## config.mk

```make
export PLATFORM = sky130hd
export DESIGN_NAME = io_uart_tx
export DESIGN_NICKNAME = d
export VERILOG_FILES = /design/src/rtl/uart_pkg.sv /design/src/rtl/sync_fifo.sv /design/src/rtl/io_uart_tx.sv
export SDC_FILE = /design/constraint.sdc
export NUM_CORES = 1
export LEC_CHECK = 0
export ABC_AREA = 1
export BUFFER_PORTS_ARGS = -buffer_cell sky130_fd_sc_hd__buf_4
export CAP_MARGIN = 15
export CORE_ASPECT_RATIO = 1.1
export CORE_MARGIN = 5
export CORE_UTILIZATION = 65
export DETAILED_ROUTE_END_ITERATION = 16
export GPL_ROUTABILITY_DRIVEN = 0
export PLACE_DENSITY = 0.86
export SLEW_MARGIN = 20
export SYNTH_ARGS = -nofsm -noshare
export SYNTH_HDL_FRONTEND = slang
export SYNTH_SLANG_ARGS = --single-unit
export TNS_END_PERCENT = 20
```

## constraint.sdc

```tcl
create_clock -name clk_ -period 6.4 [get_ports clk_]
set_input_delay 0.32 -clock clk_ [delete_from_list [all_inputs] [get_ports clk_]]
set_output_delay 0.32 -clock clk_ [all_outputs]
set_load 0.02 [all_outputs]
```

## src/rtl/uart_pkg.sv

```systemverilog
// Shared types and constants for the IO-mapped UART transmitter.
package uart_pkg;
  typedef enum logic [1:0] {IDLE, START, DATA, STOP} tx_state_t;

  localparam int unsigned DEFAULT_DIV = 226;
  localparam int unsigned FRAME_BITS  = 10;
endpackage

```

## src/rtl/sync_fifo.sv

```systemverilog
// First-word-fall-through FIFO. An extra pointer bit tells full apart from empty.
module sync_fifo #(
  parameter int unsigned WIDTH = 8,
  parameter int unsigned DEPTH = 8
) (
  input  logic             clk_,
  input  logic             rst,
  input  logic             push,
  input  logic             pop,
  input  logic [WIDTH-1:0] din,
  output logic [WIDTH-1:0] dout,
  output logic             empty,
  output logic             full,
  output logic             drop
);
  localparam int unsigned AW = $clog2(DEPTH);

  logic [AW:0]      wr_ptr, rd_ptr;
  logic [WIDTH-1:0] mem [DEPTH];
  logic             do_push, do_pop;

  always_comb begin
    empty   = (wr_ptr == rd_ptr);
    full    = (wr_ptr[AW] != rd_ptr[AW]) && (wr_ptr[AW-1:0] == rd_ptr[AW-1:0]);
    do_pop  = pop && !empty;
    // A pop in the same cycle frees the slot, so a push at full is still taken.
    do_push = push && (!full || do_pop);
    drop    = push && full && !do_pop;
    dout    = mem[rd_ptr[AW-1:0]];
  end

  always_ff @(posedge clk_ or posedge rst) begin
    if (rst) begin
      wr_ptr <= '0;
      rd_ptr <= '0;
    end else begin
      if (do_push) wr_ptr <= wr_ptr + 1'b1;
      if (do_pop)  rd_ptr <= rd_ptr + 1'b1;
    end
  end

  always_ff @(posedge clk_) begin
    if (do_push) mem[wr_ptr[AW-1:0]] <= din;
  end
endmodule

```

## src/rtl/io_uart_tx.sv

```systemverilog
// 8N1 UART transmitter fed by toggle-strobed writes to the core IO register.
module io_uart_tx
  import uart_pkg::*;
#(
  parameter int unsigned DIV   = DEFAULT_DIV,
  parameter int unsigned DEPTH = 8
) (
  input  logic        clk_,
  input  logic        rst,
  input  logic [31:0] io_o,
  output logic        tx,
  output logic        busy,
  output logic        full,
  output logic        overflow
);
  localparam logic [15:0] RELOAD = 16'(DIV - 1);

  tx_state_t   state_q, state_d;
  logic [15:0] cnt_q, cnt_d;
  logic [2:0]  idx_q, idx_d;
  logic [7:0]  shift_q, shift_d;
  logic        tx_q, tx_d;
  logic        tog_q, ovf_q;
  logic        push, pop, empty, drop;
  logic [7:0]  head;
  logic        unused_io;

  always_comb unused_io = ^io_o[31:9];
  always_comb push = io_o[8] ^ tog_q;

  sync_fifo #(.WIDTH(8), .DEPTH(DEPTH)) u_fifo (
    .clk_  (clk_),
    .rst   (rst),
    .push  (push),
    .pop   (pop),
    .din   (io_o[7:0]),
    .dout  (head),
    .empty (empty),
    .full  (full),
    .drop  (drop)
  );

  always_comb begin
    state_d = state_q;
    cnt_d   = cnt_q;
    idx_d   = idx_q;
    shift_d = shift_q;
    tx_d    = tx_q;
    pop     = 1'b0;
    case (state_q)
      IDLE: begin
        if (!empty) begin
          pop     = 1'b1;
          shift_d = head;
          tx_d    = 1'b0;
          cnt_d   = RELOAD;
          state_d = START;
        end
      end
      START: begin
        if (cnt_q == '0) begin
          tx_d    = shift_q[0];
          idx_d   = '0;
          cnt_d   = RELOAD;
          state_d = DATA;
        end else begin
          cnt_d = cnt_q - 16'd1;
        end
      end
      DATA: begin
        if (cnt_q == '0) begin
          cnt_d = RELOAD;
          if (idx_q != 3'd7) begin
            shift_d = shift_q >> 1;
            idx_d   = idx_q + 3'd1;
            tx_d    = shift_q[1];
          end else begin
            tx_d    = 1'b1;
            state_d = STOP;
          end
        end else begin
          cnt_d = cnt_q - 16'd1;
        end
      end
      STOP: begin
        if (cnt_q == '0) begin
          // Chain straight into the next start bit when more bytes are queued.
          if (!empty) begin
            pop     = 1'b1;
            shift_d = head;
            tx_d    = 1'b0;
            cnt_d   = RELOAD;
            state_d = START;
          end else begin
            state_d = IDLE;
          end
        end else begin
          cnt_d = cnt_q - 16'd1;
        end
      end
      default: state_d = IDLE;
    endcase
  end

  always_ff @(posedge clk_ or posedge rst) begin
    if (rst) begin
      state_q <= IDLE;
      cnt_q   <= '0;
      idx_q   <= '0;
      shift_q <= '0;
      tx_q    <= 1'b1;
      tog_q   <= 1'b0;
      ovf_q   <= 1'b0;
    end else begin
      state_q <= state_d;
      cnt_q   <= cnt_d;
      idx_q   <= idx_d;
      shift_q <= shift_d;
      tx_q    <= tx_d;
      tog_q   <= io_o[8];
      if (drop) ovf_q <= 1'b1;
    end
  end

  always_comb begin
    tx       = tx_q;
    busy     = (state_q != IDLE) || !empty;
    overflow = ovf_q;
  end
endmodule

```

Yosys cells after proc, flatten, opt, wreduce, memory -nomap -nowiden
Memories as Yosys holds them, arrays and structs flattened.
Index checks and enable logic that the tools add are counted.

storage, ports and cells
  bits in latches = 0
  word-level logic and storage cells = 79
  memory bits (writable) = 64
  memories = 1
  ROM bits = 0
  flip-flop bits (word level) = 40

operators by class
  order comparisons = 0
  add/subtract/negate cells = 4
  equality and inequality tests = 13
  reduce and logical (&&, ||, !) cells = 20
  divide/modulo/power cells = 0
  bitwise gates (word level) = 1
  mux-type cells = 31
  shifts and indexed selects = 0
  multipliers = 0

memory list
  name        words  width  read ports  clocked after Yosys merged registers in  wr ports  line             text
  u_fifo.mem  8      8      1           0                                        1         sync_fifo.sv:19  logic [WIDTH-1:0] mem [DEPTH];

operator list
  cell                     number
  $mux W16                 3
  $pmux W16 S3             1
  $mux W8                  4
  $pmux W8 S3              1
  $logic_not A16 Y1        1
  $sub A16 B1 Y16 const B  1
  $ne A2 B2 Y1 const B     6
  $mux W1                  10
  $mux W2                  5
  $mux W3                  3
  $add A4 B1 Y4 const B    2
  $pmux W2 S4              1
  $reduce_and A4 Y1        2
  $pmux W3 S2              1
  $logic_and A1 B1 Y1      5
  $reduce_and A5 Y1        1
  $eq A2 B2 Y1 const B     2
  $eq A4 B4 Y1             1
  $pmux W1 S4              1
  $reduce_bool A2 Y1       2
  $add A3 B1 Y3 const B    1
  $eq A3 B3 Y1             1
  $logic_not A1 Y1         3
  $ne A3 B3 Y1 const B     1
  other kinds (9)          10

Logic depth before layout (Yosys ltp)
Gate-level depths: netlist (run 1).

  depth in word-level cells = 9
  mapped depth = 13

By module
Synthesis (run 1) repeated with hierarchy kept, for this count alone.

second synthesis, totals
  cell total of the unflattened synthesis = 523
  area total of the unflattened synthesis = 5079.9 sq um

by module, submodules not included
  module      area an instance (sq um)  times used  cells each
  sync_fifo   3045.4                    1           263
  io_uart_tx  2034.5                    1           260

Worst setup path before layout (run 1)
OpenSTA, ideal clock, no wires.

  kind = register -> register
  start = register cnt_q[0]
  end = memory u_fifo.mem[2][0], enable pin
  setup slack = 4181 ps
  data arrival time = 1848 ps
  data required time = 6029 ps
  buffers on the path = 0
  setup time = 371 ps
  stages on the path, launching flop included = 13
  cells stage by stage = dfrtp_1 > inv_1 > ha_1 > inv_1 > nor2_1 > nand2_1 > nor2_4 > nand3_2 > nand2_2 > nand2_4 > nand2_4 > nand3_2 > nor2_1

between the ends
  cells in the longest elaborated chain, start to end = 8

ends and longest elaborated chain
  item                           line               text
  start: declaration             io_uart_tx.sv:19   logic [15:0] cnt_q, cnt_d;
  start signal: assignment       io_uart_tx.sv:116  cnt_q <= cnt_d;
  $logic_not A16 Y1              io_uart_tx.sv:86   if (cnt_q == '0) begin
  $mux W1                        io_uart_tx.sv:86
  $pmux W1 S2                    io_uart_tx.sv:50   case (state_q)
  $logic_and A1 B1 Y1            sync_fifo.sv:25    do_pop = pop && !empty;
  $logic_or A1 B1 Y1             sync_fifo.sv:27    do_push = push && (!full || do_pop);
  $logic_and A1 B1 Y1            sync_fifo.sv:27
  $mux W1                        sync_fifo.sv:43    if (do_push) mem[wr_ptr[AW-1:0]] <= din;
  $mux W1 (not written as such)  sync_fifo.sv:43
  end: declaration               sync_fifo.sv:19

No other way between the ends.

Worst setup path after layout (run 1)
  start = register u_fifo.rd_ptr[0]
  end = memory u_fifo.mem[2][7], enable pin

between the ends
  cells in the longest elaborated chain, start to end = 9
  elaborated cells on any way between the ends = 13

ends and longest elaborated chain
  item                               line                                text
  start: declaration                 sync_fifo.sv:18                     logic [AW:0] wr_ptr, rd_ptr;
  start signal: assignment           sync_fifo.sv:38                     if (do_pop) rd_ptr <= rd_ptr + 1'b1;
  $eq A4 B4 Y1                       sync_fifo.sv:23                     empty = (wr_ptr == rd_ptr);
  $mux W1                            io_uart_tx.sv:52, io_uart_tx.sv:88
  $mux W1                            io_uart_tx.sv:86
  $pmux W1 S2                        io_uart_tx.sv:50
  $logic_and A1 B1 Y1                sync_fifo.sv:25
  $logic_or A1 B1 Y1 (*)             sync_fifo.sv:27
  $logic_and A1 B1 Y1 (*)            sync_fifo.sv:27
  $mux W1 (*)                        sync_fifo.sv:43
  $mux W1 (not written as such) (*)  sync_fifo.sv:43

Every way passes the cells marked *; elsewhere a longest branch is shown, timed or not.

==> impl_metrics.csv, run 1 <==
group,metric,value,unit
outcome,status,"finished clean",
clocking,path_clk_slew,0.11,ns
yosys,synth_area_per_cell,9.511,um^2
floorplan,die_w,93.89,um
drt,num_vias,3653,
critical_path,cp_data_required_time,6.42,ns
floorplan,placementRows,33,
yosys,synth_edf_count,64,
critical_path,worstSetupPathType,"register to register",
power_and_ir_drop,p_total,2.714,mW
critical_path,cpMaxStageDelayCell,"nor2_1",
yosys,synth_top_family_by_area,"simple AND/OR/NAND/NOR gates",
yosys,ys.flop_type,"edfxtp_1",
yosys,synth_top_area_share,38.20,%
yosys,synth.area.top_cells,"edfxtp_1 38%, dfrtp_1 19%, nand2_1 7.2%",
place,io_buffers,14,
critical_path,critPathLaunchType,"register",
clocking,clk_path_buf_depth,2,
final_layout,finalNetCount,585,
power_and_ir_drop,cellPowerDensity,500.6,nW/um^2
yosys,muxShareOfSynthArea,0,%
drt,drc,0,
yosys,post-synth-top-area-cell,"edfxtp_1",
timing,tns,0,ns
drt,post_drt_wl_per_cell,14.89,um
clocking,cts_root_buffer,"clkbuf_8",
clocking,h-tree-depth,3,
power_and_ir_drop,p_leak,2.305,nW
drt,totalWireLength,9.676,mm
yosys,ys_seq_area_share,58.12,%
floorplan,die-area,9602,um^2
yosys,synth_xor_area_share,1.393,%
timing,fmax,0.3372,GHz
timing,final.period_utilization,46.34,%
yosys,yosysUniqueCellTypes,40,
global_route,antenna_found_initial,0,
clocking,cts.repair.resized,0,
timing,final.setup_skew,0.01270,ns
drt,drtPass1Iterations,5,
final_layout,drive_above_1_share,12.84,%
critical_path,cp_cell_sequence,"inv_2 > nand2_1 > nand2_2 > nor2_2 > nand2_4 > nand3_2 > nand2_2 > nand2_4 > nand2_4 > nand3_2 > nor2_1",
final_layout,multiInputGateArea,1857,um^2
timing,finalHoldViolCount,0,
drt,via_per_inst,5.620,
global_route,globalRouteOverflowTotal,0,
critical_path,path_common_cell,"nand2_4",
floorplan,initial_utilization,66.95,%
clocking,cts_sinks,104,
yosys,synthSimpleGateAreaFrac,23.00,%
yosys,synth_nets,574,
floorplan,die_y,102.3,um
yosys,synthesis.area,5031,um^2
power_and_ir_drop,peakVddDrop,0.2546,mV
timing,holdWs,0.04648,ns
final_layout,antenna_cells,0,
timing,max-slew-margin-rel,48.12,%
critical_path,critPathMaxStageDelay,0.62,ns
clocking,clk_latency,0.38,ns
final_layout,finalInstanceArea,5421,um^2
drt,ant_nets,0,
global_route,use_met1,27.44,%
final_layout,register_area,2924,um^2
drt,drt-initial-drc-count,316,
global_route,first_global_vias,3581,
clocking,postCtsHoldBufs,0,
clocking,post_cts_buffers,0,
place,dpl.hpwl,6.607,mm
final_layout,stdcell_count,650,
floorplan,core-area,7515,um^2
yosys,async_reset_ff_share,38.46,%
final_layout,final_core_util,72.14,%
global_route,grt_max_degree,41,
critical_path,cp.arrival,2.99,ns
timing,finalSetupViolCount,0,
global_route,grt_usage,21.99,%
critical_path,cp-end-kind,"register",
global_route,grt.busiest_layer,"met2",
run,drv_cap,0,
global_route,grt_pass1_wl,16.37,mm
timing,drv_slew,0,
final_layout,syn_to_final_growth,7.759,%
place,place_area,5204,um^2
timing,worst_slew_pin_slew,0.7753,ns
timing,rsz0062_at_grt,"no",
timing,setup_slack,3.434,ns
worst_hold_path,min_path_type,"input port to async pin",
yosys,synth_compound_area_share,9.774,%
yosys,syn_inst,529,
timing,fin_crit,2.966,ns
yosys,yosys_warnings,0,
place,dp.cells,634,
yosys,synthAdderAreaFrac,2.736,%
critical_path,critPathMaxFanout,29,
final_layout,fillCellCount,524,
floorplan,num_io_pins,38,
clocking,cts_tree,"built",
global_route,met3_usage,5.302,%
clocking,cts-buffers-inserted,9,
global_route,grt_use_met2,37.74,%
place,dp_worst_setup_slack,3.465,ns
yosys,ys_ff_latch,104,
## synthesized netlist by cell type, types with 3 or more instances
cell	number
a21oi_1	21
buf_2	9
clkbuf_1	5
dfrtp_1	39
edfxtp_1	64
ha_1	11
inv_1	35
inv_2	9
nand2_1	97
nand2_2	8
nand2_4	4
nand3_1	32
nand3_2	3
nor2_1	87
nor2_4	4
nor3_1	5
nor3b_1	3
o211ai_1	4
o21ai_0	53
or2_2	4
xor2_1	6
## cell type report
cell class	instances	share of cell area, %
inverter	45	3.162
sequential	104	53.93
clock inverter	7	1.731
multi-input combinational	364	34.25
clock buffer	9	2.285
timing repair buffer	16	2.216
tap	105	2.423
## sequential cells by signal (all words and copies together) (netlist names)
| name | count |
|---|---|
| state_q | 2 |
| u_fifo.wr_ptr | 4 |
| shift_q | 8 |
| tx | 1 |
| idx_q | 3 |
| u_fifo.mem | 64 |
| u_fifo.rd_ptr | 4 |
| tog_q | 1 |
| overflow | 1 |
| cnt_q | 16 |
## cell usage in the layout, fill, tap and decap left out, drive strengths merged, types with 6 or more instances in the layout
cell type / synthesis / routed
nand2: 109 / 109
nor2: 93 / 93
edfxtp: 64 / 64
o21ai: 56 / 56
inv: 45 / 48
dfrtp: 39 / 39
nand3: 35 / 35
a21oi: 21 / 21
buf: 11 / 16
ha: 11 / 11
clkbuf: 5 / 9
xor2: 6 / 6
## metal layers
metal / routed length, um / up-vias
li1: - / 1789
met1: 4075 / 1715
met2: 4867 / 133
met3: 600 / 16
met4: 132 / 0
met5: 0 / -
## cells by family (layout without fill, tap and decap cells)
logic type	Yosys count	in the layout
buffers and inverters	61	77
DFF	104	104
adders and majority gates	11	11
and+or+nand+nor	254	254
xor gates and xnor gates	8	8
AOI/OAI and AO/OA	91	91
## power by group
group | internal, mW | switching [mW]
clock network | 0.160 | 0.261
logic | 0.416 | 0.856
registers | 0.887 | 0.134
total | 1.46 | 1.25
## final timing paths
path                                   from               end  slack (ns)  cells past startpoint
setup / recovery           u_fifo.rd_ptr[0]  u_fifo.mem[2][7]        3.43                     11
hold / removal                          rst        shift_q[4]        0.05                      3
setup reg to reg           u_fifo.rd_ptr[0]  u_fifo.mem[2][7]        3.43                     11
hold reg to reg                    overflow          overflow        0.48                      2
max in group asynchronous               rst         cnt_q[14]        5.99                      3
min in group clk_                   io_o[8]             tog_q        0.06                      1
## worst max-delay path: cells and delay by family, from the launching register on
kind	cells	cell delay [ns]
simple gates	10	1.59
flops	1	0.56
buf+inv	1	0.47
(Power assumes the default switching activity.)
==> run 2: changes to the inputs <==
- CORE_UTILIZATION: 65 -> 60
- PLACE_DENSITY: 0.86 -> 0.81
- clock period: 6.4 -> 2.8 ns (I/O delays scaled with it)
==> run 2 against run 1 <==
Against the previous run:
- maximum frequency rose by 29%
- via count rose by 3.0%
- critical path depth rose by 2
- largest cell class unchanged
- first-iteration DRC count fell by 44%
- highest routed layer unchanged
- largest power group unchanged
==> impl_metrics.csv, run 2 (synthesis results as in run 1) <==
group,metric,value,unit
worst_hold_path,min_path_type,"input port to async pin",
run,drv_cap,0,
clocking,h-tree-depth,3,
place,dp_worst_setup_slack,0.5215,ns
timing,finalSetupViolCount,0,
clocking,clk_path_buf_depth,2,
floorplan,die-area,10320,um^2
final_layout,drive_above_1_share,14.46,%
clocking,cts_root_buffer,"clkbuf_8",
place,dpl.hpwl,6.694,mm
timing,fin_crit,2.291,ns
timing,max-slew-margin-rel,59.61,%
place,dp.cells,652,
critical_path,timing.rr.end,"u_fifo.mem[6][0]",
timing,final.setup_skew,0.01566,ns
drt,drtPass1Iterations,5,
critical_path,critPathMaxFanout,8,
timing,rsz0062_at_grt,"no",
drt,via_per_inst,5.552,
final_layout,fillCellCount,598,
final_layout,antenna_cells,0,
timing,finalHoldViolCount,0,
clocking,cts_tree,"built",
final_layout,syn_to_final_growth,11.59,%
critical_path,cp_data_required_time,2.88,ns
drt,drc,0,
timing,tns,0,ns
critical_path,cp-end-kind,"register",
floorplan,placementRows,35,
global_route,antenna_found_initial,0,
critical_path,reg2reg_depth,13,
global_route,first_global_vias,3679,
place,io_buffers,14,
timing,drv_slew,0,
floorplan,initial_utilization,60.79,%
final_layout,stdcell_count,678,
power_and_ir_drop,peakVddDrop,0.5953,mV
drt,ant_nets,0,
global_route,grt_pass1_wl,17.13,mm
clocking,path_clk_slew,0.11,ns
final_layout,largest_reg_flops,64,
outcome,status,"finished clean",
floorplan,die_y,106.0,um
final_layout,final_core_util,67.83,%
timing,worst_slew_pin_slew,0.6038,ns
final_layout,layout_common_cells,"97 x nand2_1, 87 x nor2_1, 64 x edfxtp_1",
drt,drt-initial-drc-count,177,
critical_path,critPathLaunchType,"register",
clocking,post_cts_buffers,0,
power_and_ir_drop,p_leak,2.409,nW
critical_path,regToRegSetupSlack,0.51,ns
drt,totalWireLength,10.12,mm
global_route,grt_usage,20.66,%
global_route,globalRouteOverflowTotal,0,
drt,post_drt_wl_per_cell,14.92,um
timing,final.period_utilization,81.82,%
floorplan,num_io_pins,38,
floorplan,die_w,97.31,um
final_layout,mostFrequentLayoutCell,"nand2_1",
clocking,clk_latency,0.37,ns
final_layout,finalNetCount,607,
critical_path,r2r_start,"cnt_q[1]",
critical_path,cp.arrival,2.37,ns
global_route,grt_max_degree,41,
timing,fmax,0.4365,GHz
clocking,cts-buffers-inserted,9,
clocking,cts_sinks,104,
drt,num_vias,3764,
timing,setup_slack,0.5090,ns
critical_path,startpoint,"cnt_q[1]",
power_and_ir_drop,cellPowerDensity,1125,nW/um^2
floorplan,core-area,8277,um^2
critical_path,worstSetupPathType,"register to register",
critical_path,endpoint,"u_fifo.mem[6][0]",
-- run 2: cell count changes in the layout (fill, tap and decap cells not counted), sizes merged --
cell,before,now
clkinv,4,1
buf,16,28
dlygate4sd3,0,10
inv,48,51
-- run 2: cell type report --
type / count / area [um^2] / area share, %
Sequential cell: 104 / 2924 / 52.08
Multi-Input combinational cell: 364 / 1857 / 33.07
Timing Repair Buffer: 38 / 310.3 / 5.527
Inverter: 45 / 171.4 / 3.053
Tap cell: 111 / 138.9 / 2.474
Clock buffer: 9 / 123.9 / 2.206
Clock inverter: 7 / 88.84 / 1.582
-- run 2: what timing repair did --
item	4_1_cts	5_1_grt
gates resized for setup	0	0
hold buffers	10	0
endpoints found under the hold margin	97	0
-- run 2: how the worst min path moves through the flow --
stage,start,end,slack (ns),cells past startpoint
2_1_floorplan,io_o[8],tog_q,0.17,0
3_3_place_gp,io_o[8],tog_q,0.27,1
4_1_cts,io_o[8],tog_q,0.42,2
6_report,rst,cnt_q[4],0.44,4
3_5_place_dp,io_o[8],tog_q,0.27,1
5_1_grt,io_o[8],tog_q,0.45,2
-- run 2: metal layers --
metal | vias to the layer above | part of all wire (%) | wire length, um | global-route usage [%]
met5 | - | 0 | 0 | 0
met4 | 0 | 1.2 | 119 | 5.935
met3 | 13 | 4.7 | 476 | 4.528
met2 | 100 | 52 | 5246 | 37.38
met1 | 1809 | 42 | 4273 | 24.86
li1 | 1842 | - | - | -
-- run 2: stage by stage --
step                      area (um^2)  total power [mW]  hold slack (ns)
final                            5614             6.314           0.4370
after global routing             5614             6.860           0.4459
after CTS                        5614             6.315           0.4162
after detailed placement         5301             5.330           0.2673
after global placement           5301             5.188           0.2682
after floorplan                  5031             4.598           0.1714
-- run 2: power by group --
part | switching (mW) | leakage, nW | total [mW] | internal [mW]
Sequential | 0.253 | 1.08 | 2.28 | 2.03
Combinational | 2.03 | 1.22 | 3.06 | 1.03
Clock | 0.601 | 0.107 | 0.975 | 0.374
Total | 2.88 | 2.41 | 6.31 | 3.43
-- run 2: critical path, cell delays in order (launching register included) --
cell	delay (ns)
dfrtp_1	0.41
inv_1	0.12
ha_1	0.16
inv_1	0.05
nor2_1	0.16
nand2_1	0.11
nor2_4	0.17
nand3_2	0.09
nand2_2	0.10
nand2_4	0.09
nand2_4	0.10
nand3_2	0.10
nor2_1	0.13
buf_4	0.20
==> run 3: changes to the inputs <==
- clock period: 2.8 -> 2.35 ns (I/O delays scaled with it)
==> run 3 against run 2 <==
Against the previous run:
- utilization is 0.82 points higher
- via count is 0.66% higher
- cell count increased by 1.0%
- flip-flop and latch count stayed put
- count of clock-buffer cells in the layout stayed put
- sequential share of layout area is 0.62 points lower
- clock skew fell by 0.0014 ns
- routed wire length fell by 1.4%
- highest routed layer unchanged
==> impl_metrics.csv, run 3 (synthesis results as in run 1) <==
group,metric,value,unit
outcome,status,"finished clean",
drt,totalWireLength,9.975,mm
drt,drc,0,
floorplan,die_w,97.31,um
critical_path,cp_data_required_time,2.44,ns
power_and_ir_drop,peakVddDrop,0.6348,mV
critical_path,critPathLaunchType,"register",
critical_path,cp-end-kind,"register",
critical_path,cp.arrival,2.29,ns
critical_path,r2r_start,"cnt_q[1]",
timing,max-slew-margin-rel,64.02,%
critical_path,reg2reg_depth,13,
floorplan,die-area,10320,um^2
final_layout,mostFrequentLayoutCell,"nand2_1",
critical_path,cpMaxStageDelayCell,"dfrtp_1",
timing,drv_slew,0,
power_and_ir_drop,pwr-share-clk,15.0,%
power_and_ir_drop,switchingPower,3.432,mW
clocking,cts_tree,"built",
clocking,cts_root_buffer,"clkbuf_8",
floorplan,initial_utilization,60.79,%
final_layout,syn_to_final_growth,12.93,%
clocking,clk_path_buf_depth,2,
final_layout,finalInstanceArea,5682,um^2
global_route,grt_max_degree,40,
place,place_area,5354,um^2
global_route,globalRouteOverflowTotal,0,
power_and_ir_drop,p_total,7.600,mW
critical_path,critical_path_buf_inv_count,3,
critical_path,critPathMaxStageDelay,0.40,ns
drt,num_vias,3789,
timing,final.setup_skew,0.01422,ns
floorplan,core-area,8277,um^2
floorplan,placementRows,35,
power_and_ir_drop,swShare,45.15,%
place,io_buffers,14,
place,dp.cells,659,
place,dpl.hpwl,6.810,mm
critical_path,regToRegSetupSlack,0.14,ns
timing,finalSetupViolCount,0,
clocking,h-tree-depth,3,
drt,drtPass1Iterations,5,
worst_hold_path,min_path_type,"input port to async pin",
power_and_ir_drop,power_frac_comb,49.2,%
critical_path,cp_cell_sequence,"inv_1 > ha_1 > inv_1 > nor2_2 > nand2_1 > nor2_4 > nand3_2 > nand2_2 > nand2_4 > nand2_4 > nand3_2 > nor2_1 > buf_6",
timing,fmax,0.4532,GHz
critical_path,worstSetupPathType,"register to register",
power_and_ir_drop,p_int,4.168,mW
global_route,grt_pass1_wl,16.39,mm
critical_path,path_delay_family,"simple AND/OR/NAND/NOR gates",
final_layout,stdcell_count,685,
drt,ant_nets,0,
timing,final.period_utilization,93.88,%
clocking,cts-buffers-inserted,9,
final_layout,largest_reg_flops,64,
clocking,cts_sinks,104,
power_and_ir_drop,cellPowerDensity,1338,nW/um^2
final_layout,antenna_cells,0,
run,drv_cap,0,
final_layout,layout_common_cells,"97 x nand2_1, 86 x nor2_1, 64 x edfxtp_1",
final_layout,drive_above_1_share,15.68,%
clocking,post_cts_buffers,0,
critical_path,crit_cells,13,
global_route,first_global_vias,3692,
power_and_ir_drop,p_seq_share,35.8,%
clocking,clk_latency,0.37,ns
critical_path,startpoint,"cnt_q[1]",
clocking,path_clk_slew,0.11,ns
drt,via_per_inst,5.531,
timing,fin_crit,2.206,ns
drt,post_drt_wl_per_cell,14.56,um
global_route,antenna_found_initial,0,
timing,rsz0062_at_grt,"no",
floorplan,die_y,106.0,um
drt,drt-initial-drc-count,310,
critical_path,critPathMaxFanout,8,
global_route,grt_usage,19.89,%
timing,worst_slew_pin_slew,0.5392,ns
floorplan,num_io_pins,38,
timing,tns,0,ns
final_layout,finalNetCount,614,
power_and_ir_drop,p_leak,2.444,nW
timing,finalHoldViolCount,0,
## run 3: cell types whose count changed in the layout (fill, tap and decap cells not counted)
cell	previous run	this run
buf_4	28	33
buf_6	0	2
clkinv_8	1	3
inv_12	2	1
inv_8	2	1
nor2_1	87	86
nor2_2	2	3
## run 3: final cells by class
| type | count | area (um^2) |
|---|---|---|
| clock buffer | 9 | 123.9 |
| timing repair buffer | 45 | 370.4 |
| fill | 596 | 2595 |
| clock inverter | 7 | 93.84 |
| sequential | 104 | 2924 |
| multi-input combinational | 364 | 1859 |
| inverter | 45 | 171.4 |
| tap | 111 | 138.9 |
## run 3: through the flow
step / hold WS (ns) / worst slack, ns / utilization (%)
after global placement: 0.1948 / 0.1811 / 64.69
after floorplan: 0.1489 / 0.1312 / -
final: 0.3350 / 0.1437 / 68.65
after detailed placement: 0.2000 / 0.09596 / 64.69
after CTS: 0.3358 / 0.06094 / 68.53
after global routing: 0.3859 / 0.0003417 / 68.65
## run 3: final timing paths
kind                                    endpoint
worst max register to register  u_fifo.mem[4][4]
max in group asynchronous       u_fifo.wr_ptr[0]
min in group clk_                          tog_q
worst min register to register        shift_q[1]
worst min-delay path                    idx_q[2]
worst max-delay path            u_fifo.mem[4][4]
## run 3: repair_timing
| action | in CTS | in global routing |
|---|---|---|
| hold endpoints to repair | 78 | 0 |
| hold buffers | 10 | 0 |
| resized for setup | 0 | 3 |
| setup endpoints to repair | 0 | 53 |
## run 3: metal layers
layer | GRT usage (%) | up-vias | part of all wire, % | wire length, um
met3 | 4.856 | 23 | 5.3 | 526
met5 | 0 | - | 0 | 0
met4 | 8.506 | 0 | 2.0 | 201
li1 | - | 1853 | - | -
met2 | 33.83 | 96 | 50 | 5019
met1 | 24.30 | 1817 | 42 | 4228
## run 3: worst min-delay path, cell delays in order
cell	delay, ns
dlygate4sd3_1	0.54
buf_4	0.13
inv_1	0.40
## run 3: power groups by stage
stage / Clock, mW / Sequential (mW) / Combinational [mW]
4_1_cts: 1.17 / 2.72 / 3.70
6_report: 1.14 / 2.72 / 3.74
3_5_place_dp: 0 / 2.75 / 3.67
5_1_grt: 1.25 / 2.77 / 4.22
3_3_place_gp: 0 / 2.74 / 3.52
2_1_floorplan: 0 / 2.66 / 2.82
